### src/rtl/sipo_rx.sv
// ---------------------------------------------------------------------------
// sipo_rx
//
// Serial-in, parallel-out receiver. It rebuilds WIDTH-bit words from an
// LSB-first serial stream, taking one bit on every clock edge where sh is
// high. This is the receive end of the parallel-load / shift-out link.
//
// A completed word is shown on 'out' and held until the next word
// completes. Each completion gives a one-cycle 'valid' strobe. If sh drops
// while a frame is only partly received, the partial frame is discarded and
// 'abort' pulses for one cycle.
//
// Parameters:
//   WIDTH  word width in bits (2..32)
//   CW     bit-counter width, $clog2(WIDTH) (derived)
//
// Ports:
//   clk    in   clock; all state changes on the rising edge
//   reset  in   synchronous active-high reset, highest priority
//   sh     in   shift enable; 1 = sample sin on this edge
//   sin    in   serial data, LSB of each word first
//   out    out  [WIDTH-1:0] last completed word (held)
//   valid  out  one-cycle pulse: out was updated on this edge
//   abort  out  one-cycle pulse: a partial frame was discarded
//   cnt    out  [CW-1:0] bits received so far in the current frame
// ---------------------------------------------------------------------------
module sipo_rx #(
  parameter  int WIDTH = 4,
  localparam int CW    = $clog2(WIDTH)
) (
  input  logic             clk,
  input  logic             reset,
  input  logic             sh,
  input  logic             sin,
  output logic [WIDTH-1:0] out,
  output logic             valid,
  output logic             abort,
  output logic [CW-1:0]    cnt
);

  // IDLE means no bits of the current frame have been taken yet (cnt == 0).
  // RECV means a frame is partly received (0 < cnt < WIDTH).
  typedef enum logic {
    IDLE = 1'b0,
    RECV = 1'b1
  } state_t;

  // Counter value at which the next sampled bit completes the word.
  localparam logic [CW-1:0] LAST_BIT = CW'(WIDTH - 1);

  state_t           state, state_nx;
  logic [WIDTH-1:0] sr, sr_nx;
  logic [WIDTH-1:0] out_nx;
  logic [CW-1:0]    cnt_nx;
  logic             valid_nx, abort_nx;
  logic [WIDTH-1:0] shifted;

  // Shift right and insert the new bit at the MSB. After WIDTH samples the
  // first bit received ends up at bit 0. The shift is written over the
  // concatenation and then truncated, so every bit of sr is read by
  // the logic.
  assign shifted = WIDTH'({sin, sr} >> 1);

  // Next-state logic. Every next value starts from "hold", and the pulses
  // start from 0. Only the branches below change them, so valid and abort
  // each last exactly one cycle. They are never both set at once because
  // they come from the sh=1 and sh=0 branches respectively.
  always_comb begin
    state_nx = state;
    sr_nx    = sr;
    cnt_nx   = cnt;
    out_nx   = out;
    valid_nx = 1'b0;
    abort_nx = 1'b0;

    if (sh) begin
      if (cnt == LAST_BIT) begin
        // The final bit goes straight to the output word. The shift
        // register is cleared so the next frame can start on the very
        // next edge.
        out_nx   = shifted;
        valid_nx = 1'b1;
        sr_nx    = '0;
        cnt_nx   = '0;
        state_nx = IDLE;
      end else begin
        sr_nx    = shifted;
        cnt_nx   = cnt + CW'(1);
        state_nx = RECV;
      end
    end else if (state == RECV) begin
      // sh dropped in the middle of a frame, so throw away what was
      // collected. 'out' keeps the last good word.
      abort_nx = 1'b1;
      sr_nx    = '0;
      cnt_nx   = '0;
      state_nx = IDLE;
    end
  end

  // State and output registers. Reset clears everything and has priority
  // over all other inputs. A frame cut off by reset is dropped without
  // raising abort.
  always_ff @(posedge clk) begin
    if (reset) begin
      state <= IDLE;
      sr    <= '0;
      cnt   <= '0;
      out   <= '0;
      valid <= 1'b0;
      abort <= 1'b0;
    end else begin
      state <= state_nx;
      sr    <= sr_nx;
      cnt   <= cnt_nx;
      out   <= out_nx;
      valid <= valid_nx;
      abort <= abort_nx;
    end
  end

endmodule

### config.mk
export PLATFORM = sky130hd
export DESIGN_NAME = sipo_rx
export DESIGN_NICKNAME = d
export VERILOG_FILES = /design/src/rtl/sipo_rx.sv
export SDC_FILE = /design/constraint.sdc
export NUM_CORES = 1
export LEC_CHECK = 0
export CORE_ASPECT_RATIO = 0.8
export CORE_UTILIZATION = 30
export CTS_BUF_LIST = sky130_fd_sc_hd__clkbuf_8
export CTS_CLUSTER_SIZE = 30
export DETAILED_ROUTE_END_ITERATION = 16
export GPL_TIMING_DRIVEN = 0
export SLEW_MARGIN = 20
export SYNTH_ARGS = -nofsm -noshare
export SYNTH_HDL_FRONTEND = slang
export SYNTH_SLANG_ARGS = --single-unit
### constraint.sdc
create_clock -name clk -period 2.3 [get_ports clk]
set_input_delay 0.23 -clock clk [delete_from_list [all_inputs] [get_ports clk]]
set_output_delay 0.23 -clock clk [all_outputs]
set_load 0.02 [all_outputs]
After elaboration in Yosys (flattened, before gate mapping) --
Cells that the tools add are included.
Storage, ports and cells: register bits 13, output and inout bits 8, logic and storage cells 22
Cells by class: add/sub/neg operators 1, eq/ne operators 1, mux-type cells 9, bitwise logic cells 1, reductions and logical operators 4
Operators with widths (count):
- 4-bit two-way mux | 3
- 2-bit two-way mux | 3
- 2-bit OR reduction | 2
- 1-bit two-way mux | 3
- 2-bit by 1-bit adder with 2-bit output, second input constant | 1
- 2-bit equality test, second input constant | 1
- 2-bit AND reduction | 1
- 2-bit nonzero test | 1
- 1-bit inverter | 1

Depth between registers and ports, before layout --
Gate-level depths: netlist of run 1.
word-level depth 3, gate-level depth with buffers 4, mapped depth without buffers 3

Least setup slack after synthesis of run 1 --
Ideal clock, no wire load.
path kind reg2reg, start register cnt[0], end register sr[2], library setup time 0.117 ns, arrival time 1.124 ns, path slack 1.059 ns, stages on the path, launching flop included 5, buffers on the path 1, cell sequence dfxtp_1 -> ha_1 -> buf_2 -> nor2_1 -> a32o_1
Between the ends: word-level cells in the longest chain between the ends 3
Ends and longest elaborated chain:
- start: declaration | RTL line 38 | output logic [CW-1:0] cnt
- start signal: assignment | RTL line 115 | cnt <= cnt_nx;
- 2-bit equality test | RTL line 77 | if (cnt == LAST_BIT) begin
- 4-bit two-way mux | RTL line 77
- 4-bit two-way mux | RTL line 76 | if (sh) begin
- end signal: assignment | RTL line 114 | sr <= sr_nx;
- end: declaration | RTL line 52 | logic [WIDTH-1:0] sr, sr_nx;
Every way passes these cells. A chain may end at the register's enable or synchronous reset.

Worst setup path after layout of run 1 --
start register cnt[0], end output port cnt[0]
No word-level cell between the ends.

==> results of run 1 <==
metrics by stage:
| stage | power, W | std cells | setup slack [ps] |
|---|---|---|---|
| 2_1_floorplan | 0.000251 | 45 | 1060 |
| 3_3_place_gp | 0.000268 | 76 | 927 |
| 3_5_place_dp | 0.000267 | 76 | 921 |
| 4_1_cts | 0.000504 | 80 | 766 |
| 5_1_grt | 0.000513 | 80 | 740 |
| 6_report | 0.000494 | 80 | 787 |
synthesized netlist by cell type, drive strengths merged:
master  count  share of area
buf         3          0.054
nor4b       1          0.030
nor2        2          0.020
and2        4          0.057
ha          2          0.049
inv         1          0.017
nor2b       1          0.012
nor3b       1          0.015
a21bo       4          0.079
nor3        1         0.0099
a32o        4          0.079
a31o        1          0.017
nand3       4          0.040
a21oi       4          0.047
dfxtp      12           0.47
cell type report:
| cell class | instances | area share |
|---|---|---|
| inverters | 1 | 0.0127 |
| well taps | 21 | 0.0382 |
| multi-input cells | 29 | 0.335 |
| plain buffers | 3 | 0.0400 |
| repair buffers | 10 | 0.145 |
| clock buffers | 4 | 0.0800 |
| flip-flops and latches | 12 | 0.349 |
routing by layer:
layer | vias to the layer above | share of wire | global-route usage
met1 | 155 | 0.51 | 0.147
met4 | 0 | 0.027 | 0.0833
met3 | 2 | 0.058 | 0.0701
li1 | 191 | - | -
met5 | - | 0 | 0
met2 | 10 | 0.40 | 0.149
power by group:
part / total (W) / internal [W] / switching (W)
clock network: 0.000231 / 0.000151 / 0.0000795
registers: 0.000219 / 0.000214 / 0.00000508
logic: 0.0000432 / 0.0000215 / 0.0000217
total: 0.000494 / 0.000387 / 0.000106
cells in the final DEF, fill, tap and decap left out:
cell type         n
dfxtp_1          12
clkdlybuf4s50_1  10
a32o_1            4
nand3_1           4
clkbuf_8          4
and2_2            3
a21bo_1           3
a21oi_1           3
buf_6             2
ha_1              2
inv_6             1
nor2_2            1
nor4b_2           1
a31o_2            1
buf_2             1
nor2_1            1
nor3b_1           1
nor2b_1           1
nor3_1            1
a21bo_2           1
a21oi_2           1
and2_1            1
worst register-to-register path: cells and delay by family, from the launching register on:
family | cells | cell delay, ps
AO/OA/AOI/OAI | 1 | 220
flip-flops | 1 | 400
AND/OR/NAND/NOR | 1 | 100
adder cells (fa/ha/maj) | 1 | 170
buffers and inverters | 1 | 200
path summary, 6_finish.rpt:
kind	endpoint	slack, ps	depth (start not counted)	start
setup reg to reg	sr[2]	1110	4	cnt[0]
hold / removal	out[0]	190	2	reset
setup / recovery	cnt[0]	790	1	cnt[0]
hold reg to reg	out[1]	480	2	sr[2]
state kept, by name, indices dropped and copies added, names as in the netlist:
name / flops
cnt: 2
sr: 3
abort: 1
valid: 1
state: 1
out: 4
cells by family (layout without fill, tap and decap cells):
family                     count (synthesis)  after routing  share of synthesized area
DFF                                       12             12                      0.474
adders and majority gates                  2              2                     0.0494
buffers and inverters                      4             18                     0.0716
AOI/OAI and AO/OA                         13             13                      0.222
and+or+nand+nor                           14             14                      0.183
==> results.yml, run 1 <==
floorplanning:
  dieHeight_um: 38.8
  die_w_um: 48.0
  start_util: 0.341
  die_area_um2: 1860
  design.core.area_um2: 1490
  fp-row-count: 12
  ios: 12
final_layout:
  fillCellCount: 144
  seqCellArea_um2: 240
  drive_gt1_frac: 0.271
  utilization: 0.463
  final_nets: 66
  area_growth_pct: 35.8
  fin_area_um2: 688
  antenna_cells: 0
  multiInputGateArea_um2: 230
global_routing:
  grt-ovfl-total: 0
  grt_max_degree: 11
  track_usage: 0.119
  grt_pass1_vias: 317
  antenna_found_initial: 0
  grt_pass1_wl_um: 1390
clock_tree:
  clock-root-buffer: "clkbuf_8"
  cts_buffers: 3
  post_cts_buffers: 0
  ctsResizeCount: 0
  clock_latency_ps: 240
  clockBufferDepth: 2
  holdBufCountCts: 0
  h-tree-depth: 1
  cts.clk_slew.worst_paths_ps: 50
  cts_tree: "built"
  clock_sinks: 12
synthesis:
  syn_area_per_cell_um2: 11.3
  ys_warn_count: 0
  syn_inst: 45
  yosysSeqAreaShare: 0.474
  synth_seq_cells: 12
  syn-num-nets: 51
  netlist_area_um2: 507
  synth_cell_types: 20
critical_path:
  critPathMaxStageDelay_ps: 640
  slowest_stage: "clkdlybuf4s50_1"
  path_buf_inv: 1
  start_kind: "flip-flop"
  cp_max_fo: 5
  arrival_ps: 1280
  critical_path_class: "reg2out"
  path_cells: "clkdlybuf4s50_1"
  cp-end-kind: "output port"
  path_delay_family: "buffers and inverters"
  cp.required_ps: 2070
power:
  power_density_nw_per_um2: 717
  peakVddDrop_mv: 0.314
  leakage_nw: 0.263
sta:
  skew_ps: 3.42
  period_minus_slack_ps: 1510
  final-hold-violation-count: 0
  period_share: 0.658
  final_max_slew_viol_count: 0
  slew_headroom: 0.853
  timing.setup.tns_ps: 0
  fmax_mhz: 661
  setup_viol: 0
  hold_ws_ps: 193
  rsz0062_at_grt: "false"
  worst_pin_slew_ps: 220
flow_run:
  drv_cap: 0
drt:
  wl_per_cell_um: 11.0
  routed_via_density: 4.48
  drtPass1Iterations: 2
  ant_nets: 0
  drt_wl_total_um: 876
  drc: 0
  dr_total_vias: 358
  drt-initial-drc-count: 7
placement:
  place_congestion: 0.683
  dp.final_hpwl_um: 596
  port_buffers: 10
  place_area_um2: 633
outcome:
  status: "finished, final reports clean"
worst_hold_path:
  hold_path.class: "in2reg"
Note: power is estimated with default switching activity, not from simulation.
==> inputs of run 2 (changes only) <==
- clock period: 2.3 -> 1.35 ns (I/O delays scaled with it)
==> results.yml, run 2 (same netlist as run 1, synthesis figures left out) <==
clock_tree:
  holdBufCountCts: 0
  clock-root-buffer: "clkbuf_8"
  cts.clk_slew.worst_paths_ps: 50
  clock_sinks: 12
  h-tree-depth: 1
  ctsResizeCount: 2
  cts_tree: "built"
  clock_latency_ps: 240
  post_cts_buffers: 0
  cts_buffers: 3
  clockBufferDepth: 2
global_routing:
  grt_pass1_wl_um: 1410
  grt_max_degree: 11
  grt-ovfl-total: 0
  antenna_found_initial: 0
  grt_pass1_vias: 320
  track_usage: 0.120
power:
  switching_share: 0.216
  p_int_w: 0.000657
  leakage_nw: 0.271
  p_seq_frac: 0.446
  peakVddDrop_mv: 0.536
  clockPowerShare: 0.470
  pwr-share-comb: 0.084
  power_density_nw_per_um2: 1220
  switchingPower_w: 0.000181
floorplanning:
  die_area_um2: 1860
  die_w_um: 48.0
  design.core.area_um2: 1490
  fp-row-count: 12
  dieHeight_um: 38.8
  start_util: 0.341
  ios: 12
sta:
  skew_ps: 3.42
  period_share: 0.961
  slew_headroom: 0.853
  final-hold-violation-count: 0
  final_max_slew_viol_count: 0
  worst_pin_slew_ps: 220
  timing.setup.tns_ps: 0
  period_minus_slack_ps: 1300
  setup_viol: 0
  fmax_mhz: 771
  rsz0062_at_grt: "false"
drt:
  drt_wl_total_um: 875
  drtPass1Iterations: 2
  ant_nets: 0
  drt-initial-drc-count: 7
  dr_total_vias: 358
  routed_via_density: 4.48
  wl_per_cell_um: 10.9
  drc: 0
critical_path:
  path_buf_inv: 1
  path_cells: "clkdlybuf4s50_1"
  cp-end-kind: "output port"
  cp.required_ps: 1220
  slowest_stage: "clkdlybuf4s50_1"
  critPathMaxStageDelay_ps: 600
  cp_max_fo: 2
  start_kind: "flip-flop"
  arrival_ps: 1160
  path_delay_family: "buffers and inverters"
  critical_path_class: "reg2out"
placement:
  port_buffers: 10
  place_area_um2: 633
  place_congestion: 0.683
  dp.final_hpwl_um: 596
final_layout:
  final_nets: 66
  antenna_cells: 0
  fin_area_um2: 686
  layout_commonest_cell: "dfxtp_1"
  largest_reg_flops: 4
  mostFrequentLayoutCells: "12 x dfxtp_1, 8 x clkdlybuf4s50_1, 4 x a32o_1, 4 x nand3_1, 4 x clkbuf_8"
  top_register: "out"
  fillCellCount: 146
  utilization: 0.461
  drive_gt1_frac: 0.271
  top_regs: "out (4), sr (3), cnt (2)"
  area_growth_pct: 35.3
worst_hold_path:
  hold_path.class: "in2reg"
flow_run:
  drv_cap: 0
outcome:
  status: "finished, final reports clean"
## run 2: changes by cell type in the layout (fill, tap and decap cells not counted), sizes merged
cell,change
clkdlybuf4s50,-2
dlygate4sd2,+2
## run 2: final cells by class
cell class,instances,area [um^2],area share
Inverter,1,8.76,0.0128
Sequential cell,12,240,0.350
Buffer,3,27.5,0.0401
Tap cell,21,26.3,0.0383
Multi-Input combinational cell,29,230,0.336
Clock buffer,4,55.1,0.0803
Timing Repair Buffer,10,97.6,0.142
## run 2: power groups by stage
stage	registers, W	clock network [W]	logic (W)
floorplan	0.000388	0	0.0000404
global placement	0.000382	0	0.0000746
detailed placement	0.000381	0	0.0000734
CTS	0.000374	0.000411	0.0000708
global route	0.000376	0.000418	0.0000774
finish	0.000374	0.000393	0.0000704
## run 2: worst register-to-register path: stages, from the launching register on
cell	delay, ps
dfxtp_1	400
ha_1	170
buf_2	200
nor2_1	100
a32o_1	220
## run 2: final timing paths
kind,from,endpoint,slack [ps],cells past startpoint
min reg2reg,sr[2],out[1],480,2
max,out[2],out[2],50,1
max reg2reg,cnt[0],sr[2],160,4
min,reset,out[0],100,2
## run 2: routing by layer
metal / vias up / track usage / part of all wire
li1: 191 / - / -
met5: - / 0 / 0
met4: 0 / 0.0833 / 0.027
met3: 2 / 0.0701 / 0.058
met2: 10 / 0.149 / 0.40
met1: 155 / 0.150 / 0.51
## run 2: metrics by stage
step / worst slack, ps / instances / total power [W] / hold WS, ps
global route: 7.68 / 80 / 0.000871 / 98.3
finish: 52.9 / 80 / 0.000837 / 97.8
global placement: 72.3 / 76 / 0.000456 / 356
floorplan: 109 / 45 / 0.000428 / 281
CTS: 36.8 / 80 / 0.000855 / 90.3
detailed placement: 66.3 / 76 / 0.000455 / 355
==> inputs of run 3 (changes only) <==
- GPL_TIMING_DRIVEN: 0 -> 1
==> results.yml, run 3 (same netlist as run 1, synthesis figures left out) <==
final_layout:
  multiInputGateArea_um2: 230
  largest_reg_flops: 4
  mostFrequentLayoutCells: "12 x dfxtp_1, 9 x clkdlybuf4s50_1, 4 x a32o_1, 4 x nand3_1"
  fin_area_um2: 689
  layout_commonest_cell: "dfxtp_1"
  fillCellCount: 145
  utilization: 0.464
  top_regs: "out (4), sr (3), cnt (2)"
  final_cells: 80
  seqCellArea_um2: 240
  final_nets: 67
  area_growth_pct: 36.0
  antenna_cells: 0
  top_register: "out"
  drive_gt1_frac: 0.254
placement:
  dp.final_hpwl_um: 635
  place_congestion: 0.667
  place_area_um2: 651
  port_buffers: 11
  placed_cells: 77
global_routing:
  antenna_found_initial: 0
  grt_pass1_wl_um: 1450
  grt-ovfl-total: 0
  track_usage: 0.122
  grt_max_degree: 16
  grt_pass1_vias: 347
power:
  power_density_nw_per_um2: 1100
  switchingPower_w: 0.000161
  peakVddDrop_mv: 0.635
  p_seq_frac: 0.493
  switching_share: 0.212
  p_int_w: 0.000599
  clockPowerShare: 0.406
  pwr-share-comb: 0.101
  leakage_nw: 0.269
drt:
  wl_per_cell_um: 11.1
  ant_nets: 0
  drt_wl_total_um: 890
  routed_via_density: 4.76
  dr_total_vias: 381
  drtPass1Iterations: 5
  drt-initial-drc-count: 6
  drc: 0
clock_tree:
  ctsResizeCount: 2
  clock_latency_ps: 240
  post_cts_buffers: 0
  clock-root-buffer: "clkbuf_8"
  clockBufferDepth: 2
  cts_tree: "built"
  holdBufCountCts: 0
  cts_buffers: 3
  cts.clk_slew.worst_paths_ps: 50
  clock_sinks: 12
  h-tree-depth: 1
critical_path:
  path_buf_inv: 1
  critical_path_class: "reg2out"
  path_cells: "clkdlybuf4s50_1"
  r2r_cells: 4
  cp_max_fo: 2
  path_depth: 1
  critical_path.endpoint: "out[2]"
  start_kind: "flip-flop"
  crit_start: "out[2]"
  path_delay_family: "buffers and inverters"
  critPathMaxStageDelay_ps: 600
  r2r_start: "cnt[0]"
  cp-end-kind: "output port"
  cp.required_ps: 1220
  slowest_stage: "clkdlybuf4s50_1"
  r2r-end: "out[0]"
  arrival_ps: 1160
  rrSetupSlack_ps: 210
floorplanning:
  die_w_um: 48.0
  die_area_um2: 1860
  design.core.area_um2: 1490
  dieHeight_um: 38.8
  start_util: 0.341
  ios: 12
  fp-row-count: 12
sta:
  timing.setup.tns_ps: 0
  setup_viol: 0
  fmax_mhz: 771
  period_share: 0.961
  rsz0062_at_grt: "false"
  worst_pin_slew_ps: 240
  period_minus_slack_ps: 1300
  final_max_slew_viol_count: 0
  slew_headroom: 0.840
  final-hold-violation-count: 0
  skew_ps: 4.75
worst_hold_path:
  hold_path.class: "reg2reg"
  whs_path_depth: 2
flow_run:
  drv_cap: 0
outcome:
  status: "finished, final reports clean"
[run 3: layout make-up]
type / count / share of cell area
repair buffers: 14 / 0.207
inverters: 1 / 0.0127
well taps: 21 / 0.0381
multi-input cells: 29 / 0.334
clock buffers: 3 / 0.0599
flip-flops and latches: 12 / 0.348
[run 3: worst min-delay path by stage]
stage / start / to / slack, ps
after CTS: sr[1] / out[0] / 480
final: sr[1] / out[0] / 480
after detailed placement: sr[1] / out[0] / 470
after floorplan: sin / out[3] / 280
after global placement: sr[1] / out[0] / 470
after global routing: sr[1] / out[0] / 500
[run 3: power groups by stage]
| stage | registers (W) | logic (W) | clock network (W) |
|---|---|---|---|
| after global routing | 0.000376 | 0.0000825 | 0.000341 |
| after floorplan | 0.000388 | 0.0000404 | 0 |
| after CTS | 0.000375 | 0.0000774 | 0.000324 |
| final | 0.000375 | 0.0000769 | 0.000309 |
| after global placement | 0.000382 | 0.0000797 | 0 |
| after detailed placement | 0.000382 | 0.0000799 | 0 |
[run 3: stage by stage]
step,worst slack (ps),power [W],hold slack [ps]
final,52.3,0.000761,476
after global routing,5.55,0.000799,496
after CTS,45.7,0.000776,480
after detailed placement,68.3,0.000462,471
after global placement,101,0.000461,474
after floorplan,109,0.000428,281
[run 3: metal layers]
layer / share of wire / global-route usage / vias up / wire length [um]
met3: 0.048 / 0.0701 / 2 / 43
met2: 0.43 / 0.182 / 9 / 386
met5: 0 / 0 / - / 0
met1: 0.50 / 0.135 / 175 / 443
li1: - / - / 195 / -
met4: 0.019 / 0.0625 / 0 / 17
